==> src/rtl/detector_jogada.sv <==
// Pushbutton conditioner: 2-flop synchronizer, debounce FSM, one jogada pulse per accepted press.
// Optional macro DETECTOR_JOGADA_NA_SOLTURA_EN moves the pulse to release completion.
module detector_jogada #(
    parameter int N_BOTOES = 4,
    parameter int DEBOUNCE = 4
) (
    input  logic                clock,
    input  logic                reset,
    input  logic [N_BOTOES-1:0] botoes,
    input  logic                habilita,
    output logic                jogada,
    output logic [N_BOTOES-1:0] botoes_reg,
    output logic                multiplo,
    output logic [2:0]          db_estado
);

    localparam int CW = $clog2(DEBOUNCE + 1);
    localparam logic [CW-1:0] CNT_MAX  = CW'(DEBOUNCE - 1);
    localparam logic [CW-1:0] CNT_ONE  = CW'(1);
    localparam logic [CW-1:0] CNT_ZERO = CW'(0);
    localparam logic [N_BOTOES-1:0] NENHUM = N_BOTOES'(0);

    typedef enum logic [2:0] {
        OCIOSO      = 3'd0,
        FILTRA      = 3'd1,
        ACEITA      = 3'd2,
        PRESSIONADO = 3'd3,
        SOLTA       = 3'd4
    } estado_t;

    function automatic logic mais_de_um(input logic [N_BOTOES-1:0] v);
        int unsigned n;
        n = 32'd0;
        for (int i = 0; i < N_BOTOES; i++) begin
            n = n + 32'(v[i]);
        end
        return (n > 32'd1);
    endfunction

    estado_t               estado_q, estado_d;
    logic [N_BOTOES-1:0]   sync1_q, sync2_q;
    logic [N_BOTOES-1:0]   amostra_q, amostra_d;
    logic [CW-1:0]         cont_q, cont_d;
    logic                  jogada_q, jogada_d;
    logic [N_BOTOES-1:0]   botoes_reg_q, botoes_reg_d;
    logic                  multiplo_q, multiplo_d;

    // Next-state and next-output logic; only the synchronized code drives decisions.
    always_comb begin
        estado_d     = estado_q;
        amostra_d    = amostra_q;
        cont_d       = cont_q;
        jogada_d     = 1'b0;
        botoes_reg_d = botoes_reg_q;
        multiplo_d   = multiplo_q;
        case (estado_q)
            OCIOSO: begin
                if ((sync2_q != NENHUM) && habilita) begin
                    estado_d  = FILTRA;
                    amostra_d = sync2_q;
                    cont_d    = CNT_ZERO;
                end else begin
                    estado_d = OCIOSO;
                end
            end
            FILTRA: begin
                if (!habilita) begin
                    estado_d = OCIOSO;
                end else if (sync2_q != amostra_q) begin
                    estado_d = OCIOSO;
                    cont_d   = CNT_ZERO;
                end else if (cont_q == CNT_MAX) begin
                    botoes_reg_d = amostra_q;
                    multiplo_d   = mais_de_um(amostra_q);
                    cont_d       = CNT_ZERO;
`ifdef DETECTOR_JOGADA_NA_SOLTURA_EN
                    estado_d     = PRESSIONADO;
`else
                    estado_d     = ACEITA;
                    jogada_d     = 1'b1;
`endif
                end else begin
                    cont_d = cont_q + CNT_ONE;
                end
            end
            ACEITA: begin
                cont_d = CNT_ZERO;
`ifdef DETECTOR_JOGADA_NA_SOLTURA_EN
                estado_d = OCIOSO;
`else
                estado_d = PRESSIONADO;
`endif
            end
            PRESSIONADO: begin
                if (sync2_q == NENHUM) begin
                    estado_d = SOLTA;
                    cont_d   = CNT_ZERO;
                end else begin
                    estado_d = PRESSIONADO;
                end
            end
            SOLTA: begin
                // Any nonzero code during release is bounce, never a new press.
                if (sync2_q != NENHUM) begin
                    estado_d = PRESSIONADO;
                    cont_d   = CNT_ZERO;
                end else if (cont_q == CNT_MAX) begin
                    cont_d = CNT_ZERO;
`ifdef DETECTOR_JOGADA_NA_SOLTURA_EN
                    estado_d = ACEITA;
                    jogada_d = 1'b1;
`else
                    estado_d = OCIOSO;
`endif
                end else begin
                    cont_d = cont_q + CNT_ONE;
                end
            end
            default: begin
                estado_d = OCIOSO;
                cont_d   = CNT_ZERO;
            end
        endcase
    end

    // State, synchronizer and output registers with synchronous reset.
    always_ff @(posedge clock) begin
        if (reset) begin
            sync1_q      <= NENHUM;
            sync2_q      <= NENHUM;
            estado_q     <= OCIOSO;
            amostra_q    <= NENHUM;
            cont_q       <= CNT_ZERO;
            jogada_q     <= 1'b0;
            botoes_reg_q <= NENHUM;
            multiplo_q   <= 1'b0;
        end else begin
            sync1_q      <= botoes;
            sync2_q      <= sync1_q;
            estado_q     <= estado_d;
            amostra_q    <= amostra_d;
            cont_q       <= cont_d;
            jogada_q     <= jogada_d;
            botoes_reg_q <= botoes_reg_d;
            multiplo_q   <= multiplo_d;
        end
    end

    assign jogada     = jogada_q;
    assign botoes_reg = botoes_reg_q;
    assign multiplo   = multiplo_q;
    assign db_estado  = estado_q;

endmodule

==> config.mk <==
export PLATFORM = sky130hd
export DESIGN_NAME = detector_jogada
export DESIGN_NICKNAME = d
export VERILOG_FILES = /design/src/rtl/detector_jogada.sv
export SDC_FILE = /design/constraint.sdc
export NUM_CORES = 1
export LEC_CHECK = 0
export ABC_CLOCK_PERIOD_IN_PS = 2300
export CAP_MARGIN = 30
export CORE_MARGIN = 8
export CORE_UTILIZATION = 50
export CTS_BUF_LIST = sky130_fd_sc_hd__clkbuf_16
export CTS_CLUSTER_DIAMETER = 200
export DETAILED_ROUTE_END_ITERATION = 8
export GPL_ROUTABILITY_DRIVEN = 1
export GPL_TIMING_DRIVEN = 0
export PLACE_DENSITY = 0.86
export SYNTH_ARGS = -nofsm -noshare
export SYNTH_HDL_FRONTEND = slang
export SYNTH_SLANG_ARGS = --single-unit
==> constraint.sdc <==
create_clock -name clock -period 2.3 [get_ports clock]
set_input_delay 0.23 -clock clock [delete_from_list [all_inputs] [get_ports clock]]
set_output_delay 0.23 -clock clock [all_outputs]
set_load 0.03 [all_outputs]
==> results of run 1 <==
-- critical path, stage by stage (launching register included) --
cell      delay (ns)
dfxtp_1         0.36
nor4_4          0.47
nand3b_1        0.18
a31oi_2         0.16
or4b_1          0.51
a21oi_1         0.17
-- logic make-up after synthesis --
group | share of synthesized area, %
compound gates | 9.03
xor+xnor | 3.46
fa+ha+maj | 3.22
buf+inv | 3.34
flops | 47.5
mux | 8.91
simple gates | 24.5
-- cell type report --
| class | instances | area, um2 | area share [%] |
|---|---|---|---|
| well taps | 27 | 33.8 | 2.60 |
| multi-input cells | 69 | 497 | 38.2 |
| flip-flops and latches | 24 | 480 | 37.0 |
| inverters | 6 | 22.5 | 1.73 |
| clock buffers | 3 | 75.1 | 5.77 |
| clock inverters | 1 | 30.0 | 2.31 |
| plain buffers | 3 | 11.3 | 0.866 |
| repair buffers | 15 | 150 | 11.5 |
-- worst paths after layout --
check        startpoint          to  slack [ns]  cells past startpoint
max          sync2_q[2]   cont_q[0]        0.38                      5
min          sync1_q[3]  sync2_q[3]        0.44                      1
max reg2reg  sync2_q[2]   cont_q[0]        0.38                      5
min reg2reg  sync1_q[3]  sync2_q[3]        0.44                      1
-- stage by stage --
| stage | instances | utilization (%) | cell area (um2) |
|---|---|---|---|
| 6_report | 148 | 66.9 | 1300 |
| 3_5_place_dp | 144 | 61.5 | 1190 |
| 5_1_grt | 148 | 66.9 | 1300 |
| 3_3_place_gp | 144 | 61.5 | 1190 |
| 4_1_cts | 148 | 66.9 | 1300 |
| 2_1_floorplan | 102 | - | 1010 |
-- power breakdown --
group	switching [mW]	internal [mW]	leakage, nW
sequential	0.0123	0.427	0.195
combinational	0.0438	0.0400	0.299
clock	0.145	0.346	0.0511
total	0.201	0.812	0.545
-- metal layers --
layer / vias up / wire length (um) / track usage [%]
met2: 17 / 956 / 20.2
met1: 369 / 892 / 12.8
met3: 5 / 93 / 3.39
met5: - / 0 / 0
met4: 0 / 35 / 5.98
li1: 389 / - / -
-- placed cells by master, fill, tap and decap left out, types with 2 or more instances in the layout --
cell type / n
xor2_1: 4
clkbuf_1: 3
nor2b_1: 8
inv_1: 6
dfxtp_1: 24
clkdlybuf4s50_1: 15
nand3b_1: 2
nand2_1: 4
nor2_1: 15
o21ai_0: 4
clkbuf_16: 3
a21oi_1: 4
mux2i_1: 9
==> results.md, run 1 <==
* WL per Instance at around 13 um
* Area Overhead vs Synth at 28.6%
* Worst setup EP type: flop
* Die width at around 61 um
* Die Y at roughly 60 um
* Min Tclk post-route at between 1.5 and 2 ns
* Overflow after GRT at 0
* Worst hold slack at between 0.4 and 0.5 ns
* Initial DRC Count at 10
* Sequential area share after synthesis at between 40% and 50%
* Period utilization at between 80% and 90%
* Core ar. at 1940 um2
* Clk buf depth at 2
* I/O Buffers at 15
* Pwr Total at 1.01 mW
* RSZ-0062 raised after global routing: false
* Share of layout cells above drive strength 1 at between 6 and 7%
* Top cells by count, synth: 24 x dfxtp_1, 15 x nor2_1, 9 x mux2i_1, 8 x nor2b_1, 6 x inv_1
* Sink Count at 24
* Synth warn at 0
* Final WS setup at between 0.3 and 0.4 ns
* Worst slew pin tran at 0.433 ns
* Nets at ~130
* Max VDD drop at 0.000615 V
* Vias in the first global route at 780
* Post-CTS Setup Inserts at 0
* Clk_lat worst skew at 0.26 ns
* Placer Congestion at between 0.6 and 0.7
* FILL cells at ~160
* Max Cap Viol at 0
* DR vias/cell at 5.27
* Post-cts resize count at 0
* Final wirelength at between 1.5 and 2 mm
* Synth top area cells: dfxtp_1 48%, mux2i_1 8.9%, nor2_1 5.6%, nor2b_1 5.0%, xor2_1 3.5%
* Worst Clk Skew at between 0.003 and 0.004 ns
* FF+latch count, synth at 24
* Global-route wire length before repair at 3.32 mm
* Count leader, synth: dfxtp_1
* Gr usage total at between 10% and 20%
* Final setup fails at 0
* Mapped cell area at about 1000 um2
* Die area at 3720 um2
* Initial antenna violation count at 0
* Slew margin rel. at between 70% and 80%
* Row count at 16
* Final Hold Fails at 0
* Main synth FF type: dfxtp_1
* # diodes at 0
* PD cells at between 700 and 800 nW/um2
* Outcome: complete, no violations
* Hold_buf cts at 0
* Critical path class: reg2reg
* Synthesized Nets at 111
* Post-synth EDFFs at 0
* Synth unique cells at 30
* Leak pwr at between 0.5 and 0.6 nW
* Largest net degree at the start of global routing at 15
* Reg clk slew, reported paths at ~0.06 ns
* Pre-CTS setup slack at 0.396 ns
* Startpoint Class: flop
* Hold Crit Class: reg2reg
* Maximum operating frequency at approximately 0.52 GHz
* Cell taking the most area after synthesis: dfxtp_1
* Worst EP required at 2.48 ns
* Final Max Slew Viols at 0
* CTS root buf: clkbuf_16
* Drt first pass iters at 4
* CP Max Fanout at 8
* DRC viols at 0
* I/O Pins at 16
* Synthesized instance count at 102
* Initial core utilization at 52.1%
* Total number of vias at slightly below 800
* Mapped Avg Cell Area at about 9.9 um2
* H-tree depth at 1
* TritonCTS clock tree: done
* Setup TNS Final at 0 ns
* Post-detail-place hpwl at ~1.4 mm
* Routed Antenna Nets at 0
* Top cell type's share of synthesized area at ~48%
* Ys async rst share at 0%
* CTS Buf Count at 3
* CP Data Arrival Time at 2.10 ns
Power figures use the tool's default switching activity.
==> inputs of run 2 (changes only) <==
--- a/config.mk
+++ b/config.mk
@@ -5,7 +5,7 @@
 export SDC_FILE = /design/constraint.sdc
 export NUM_CORES = 1
 export LEC_CHECK = 0
-export ABC_CLOCK_PERIOD_IN_PS = 2300
+export ABC_CLOCK_PERIOD_IN_PS = 1800
 export CAP_MARGIN = 30
 export CORE_MARGIN = 8
 export CORE_UTILIZATION = 50
==> constraint.sdc (replaced) <==
create_clock -name clock -period 1.8 [get_ports clock]
set_input_delay 0.18 -clock clock [delete_from_list [all_inputs] [get_ports clock]]
set_output_delay 0.18 -clock clock [all_outputs]
set_load 0.03 [all_outputs]
==> results.md, run 2 (same netlist as run 1, synthesis figures left out) <==
* Final Hold Fails at 0 (unchanged)
* Multi-input gate area at 519 um2 (+4.5%)
* CP Max Fanout at 4 (-4)
* Final wirelength at 2.04 mm (+2.9%)
* Global-route wire length before repair at 3.42 mm (+2.9%)
* Initial core utilization at 52.1% (unchanged)
* Row count at 16 (unchanged)
* Max Cap Viol at 0 (unchanged)
* Initial antenna violation count at 0 (unchanged)
* Leading cell type in the layout, fill and taps excluded: dfxtp_1
* H-tree depth at 1 (unchanged)
* Global Route met3 Usage at 3.39% (unchanged)
* I/O Buffers at 15 (unchanged)
* Hold_buf cts at 0 (unchanged)
* Total number of vias at 805 (+3.2%)
* Hold Crit Class: reg2reg
* Largest net degree at the start of global routing at 15 (unchanged)
* Critical path class: reg2reg
* CP bufs+invs at 0 (unchanged)
* DRC viols at 0 (unchanged)
* Worst setup EP type: flop
* Post-detail-place hpwl at 1.40 mm (unchanged)
* Placer Congestion at 0.700 (unchanged)
* Core ar. at 1940 um2 (unchanged)
* Die Y at 61.0 um (unchanged)
* Outcome: complete, no violations
* Final WS setup at 0.0465 ns (-0.331 ns)
* Met1 Usage GRT at 13.3% (+0.50 points)
* Setup TNS Final at 0 ns (unchanged)
* Overflow after GRT at 0 (unchanged)
* WL per Instance at 13.5 um (+0.84%)
* Sink Count at 24 (unchanged)
* Drt first pass iters at 4 (unchanged)
* Vias in the first global route at 785 (+0.64%)
* Min Tclk post-route at 1.75 ns (-0.169 ns)
* Area Overhead vs Synth at 33.3%
* CP max-delay cell: or4b_4
* Nets at 134 (+2.3%)
* Max VDD drop at 0.000799 V (+30%)
* Gr usage total at 12.1% (+0.35 points)
* TritonCTS clock tree: done
* CTS Buf Count at 3 (unchanged)
* Pre-CTS setup slack at -0.104 ns (-0.500 ns)
* CP max stage delay at 0.47 ns (-0.04 ns)
* Clk buf depth at 2 (unchanged)
* Share of layout cells above drive strength 1 at 13.7% (+7.1 points)
* Routed Antenna Nets at 0 (unchanged)
* Worst Clk Skew at 0.00289 ns (-0.000170 ns)
* Worst slew pin tran at 0.416 ns (-0.0177 ns)
* Worst EP required at 1.99 ns (-0.49 ns)
* Final Max Slew Viols at 0 (unchanged)
* GRT busiest layer: met2
* Die width at 61.0 um (unchanged)
* Clk_lat worst skew at 0.26 ns (about the same)
* Slew margin rel. at 72.3% (+1.4 points)
* Die area at 3720 um2 (unchanged)
* DR vias/cell at 5.33 (+1.2%)
* I/O Pins at 16 (unchanged)
* Reg clk slew, reported paths at 0.06 ns (about the same)
* Crit path max-delay family: simple AND/OR/NAND/NOR gates
* Most frequent cells in the layout: 22 x dfxtp_1, 15 x nor2_1, 15 x clkdlybuf4s50_1, 9 x mux2i_1, 8 x nor2b_1
* PD cells at 971 nW/um2 (+25%)
* CTS root buf: clkbuf_16
* M2 GR Usage at 20.8% (+0.60 points)
* CP Data Arrival Time at 1.94 ns (-0.16 ns)
* # diodes at 0 (unchanged)
* Leak pwr at 0.572 nW (+4.8%)
* Initial DRC Count at 8 (-2)
* Storage element area at 483 um2 (+0.52%)
* FILL cells at 151 (-4.4%)
* Final setup fails at 0 (unchanged)
* Period utilization at 97.4% (+14 points)
* Maximum operating frequency at 0.570 GHz (+9.6%)
* Crit-path cells: xor2_1 -> nor4b_2 -> a32o_2 -> or4b_4 -> a21oi_2
* Startpoint Class: flop
-- run 2: power by group --
group	internal [mW]	switching [mW]
clock network	0.442	0.184
logic	0.0599	0.0619
registers	0.545	0.0161
total	1.05	0.262
-- run 2: layer usage --
metal  up-vias  wire, um
li1        395         -
met1       389       900
met3         4       104
met2        17      1010
met5         -         0
met4         0        24
-- run 2: final cells by class --
| class | instances | area share (%) |
|---|---|---|
| Inverter | 6 | 1.67 |
| Timing Repair Buffer | 18 | 12.8 |
| Clock buffer | 3 | 5.57 |
| Tap cell | 27 | 2.51 |
| Sequential cell | 24 | 35.8 |
| Clock inverter | 1 | 2.23 |
| Buffer | 3 | 0.836 |
| Multi-Input combinational cell | 69 | 38.5 |
-- run 2: worst paths after layout --
check / slack (ns) / to / cells after the start / startpoint
worst min-delay path: 0.43 / sync2_q[3] / 1 / sync1_q[3]
worst min register to register: 0.43 / sync2_q[3] / 1 / sync1_q[3]
worst max register to register: 0.05 / cont_q[0] / 5 / amostra_q[3]
worst max-delay path: 0.05 / cont_q[0] / 5 / amostra_q[3]
-- run 2: what timing repair did --
| action | 4_1_cts | 5_1_grt |
|---|---|---|
| pin swaps | 1 | 6 |
| setup buffers | 1 | 2 |
| resized for setup | 3 | 4 |
| hold endpoints to repair | 0 | 0 |
| endpoints found under the setup margin | 5 | 7 |
-- run 2: metrics by stage --
stage / total power, mW / hold WS, ns / utilization, % / std cells / area (um2)
finish: 1.31 / 0.433 / 69.4 / 151 / 1350
global route: 1.36 / 0.456 / 69.4 / 151 / 1350
CTS: 1.31 / 0.435 / 68.1 / 149 / 1320
detailed placement: 0.677 / 0.421 / 61.5 / 144 / 1190
global placement: 0.673 / 0.420 / 61.5 / 144 / 1190
floorplan: 0.641 / 0.252 / - / 102 / 1010
==> inputs of run 3 (changes only) <==
--- a/config.mk
+++ b/config.mk
@@ -15,6 +15,7 @@
 export GPL_ROUTABILITY_DRIVEN = 1
 export GPL_TIMING_DRIVEN = 0
 export PLACE_DENSITY = 0.86
+export SLEW_MARGIN = 15
 export SYNTH_ARGS = -nofsm -noshare
 export SYNTH_HDL_FRONTEND = slang
 export SYNTH_SLANG_ARGS = --single-unit
==> results of run 3 <==
Same layout as run 2: the final DEF is identical, and so are final timing and power.
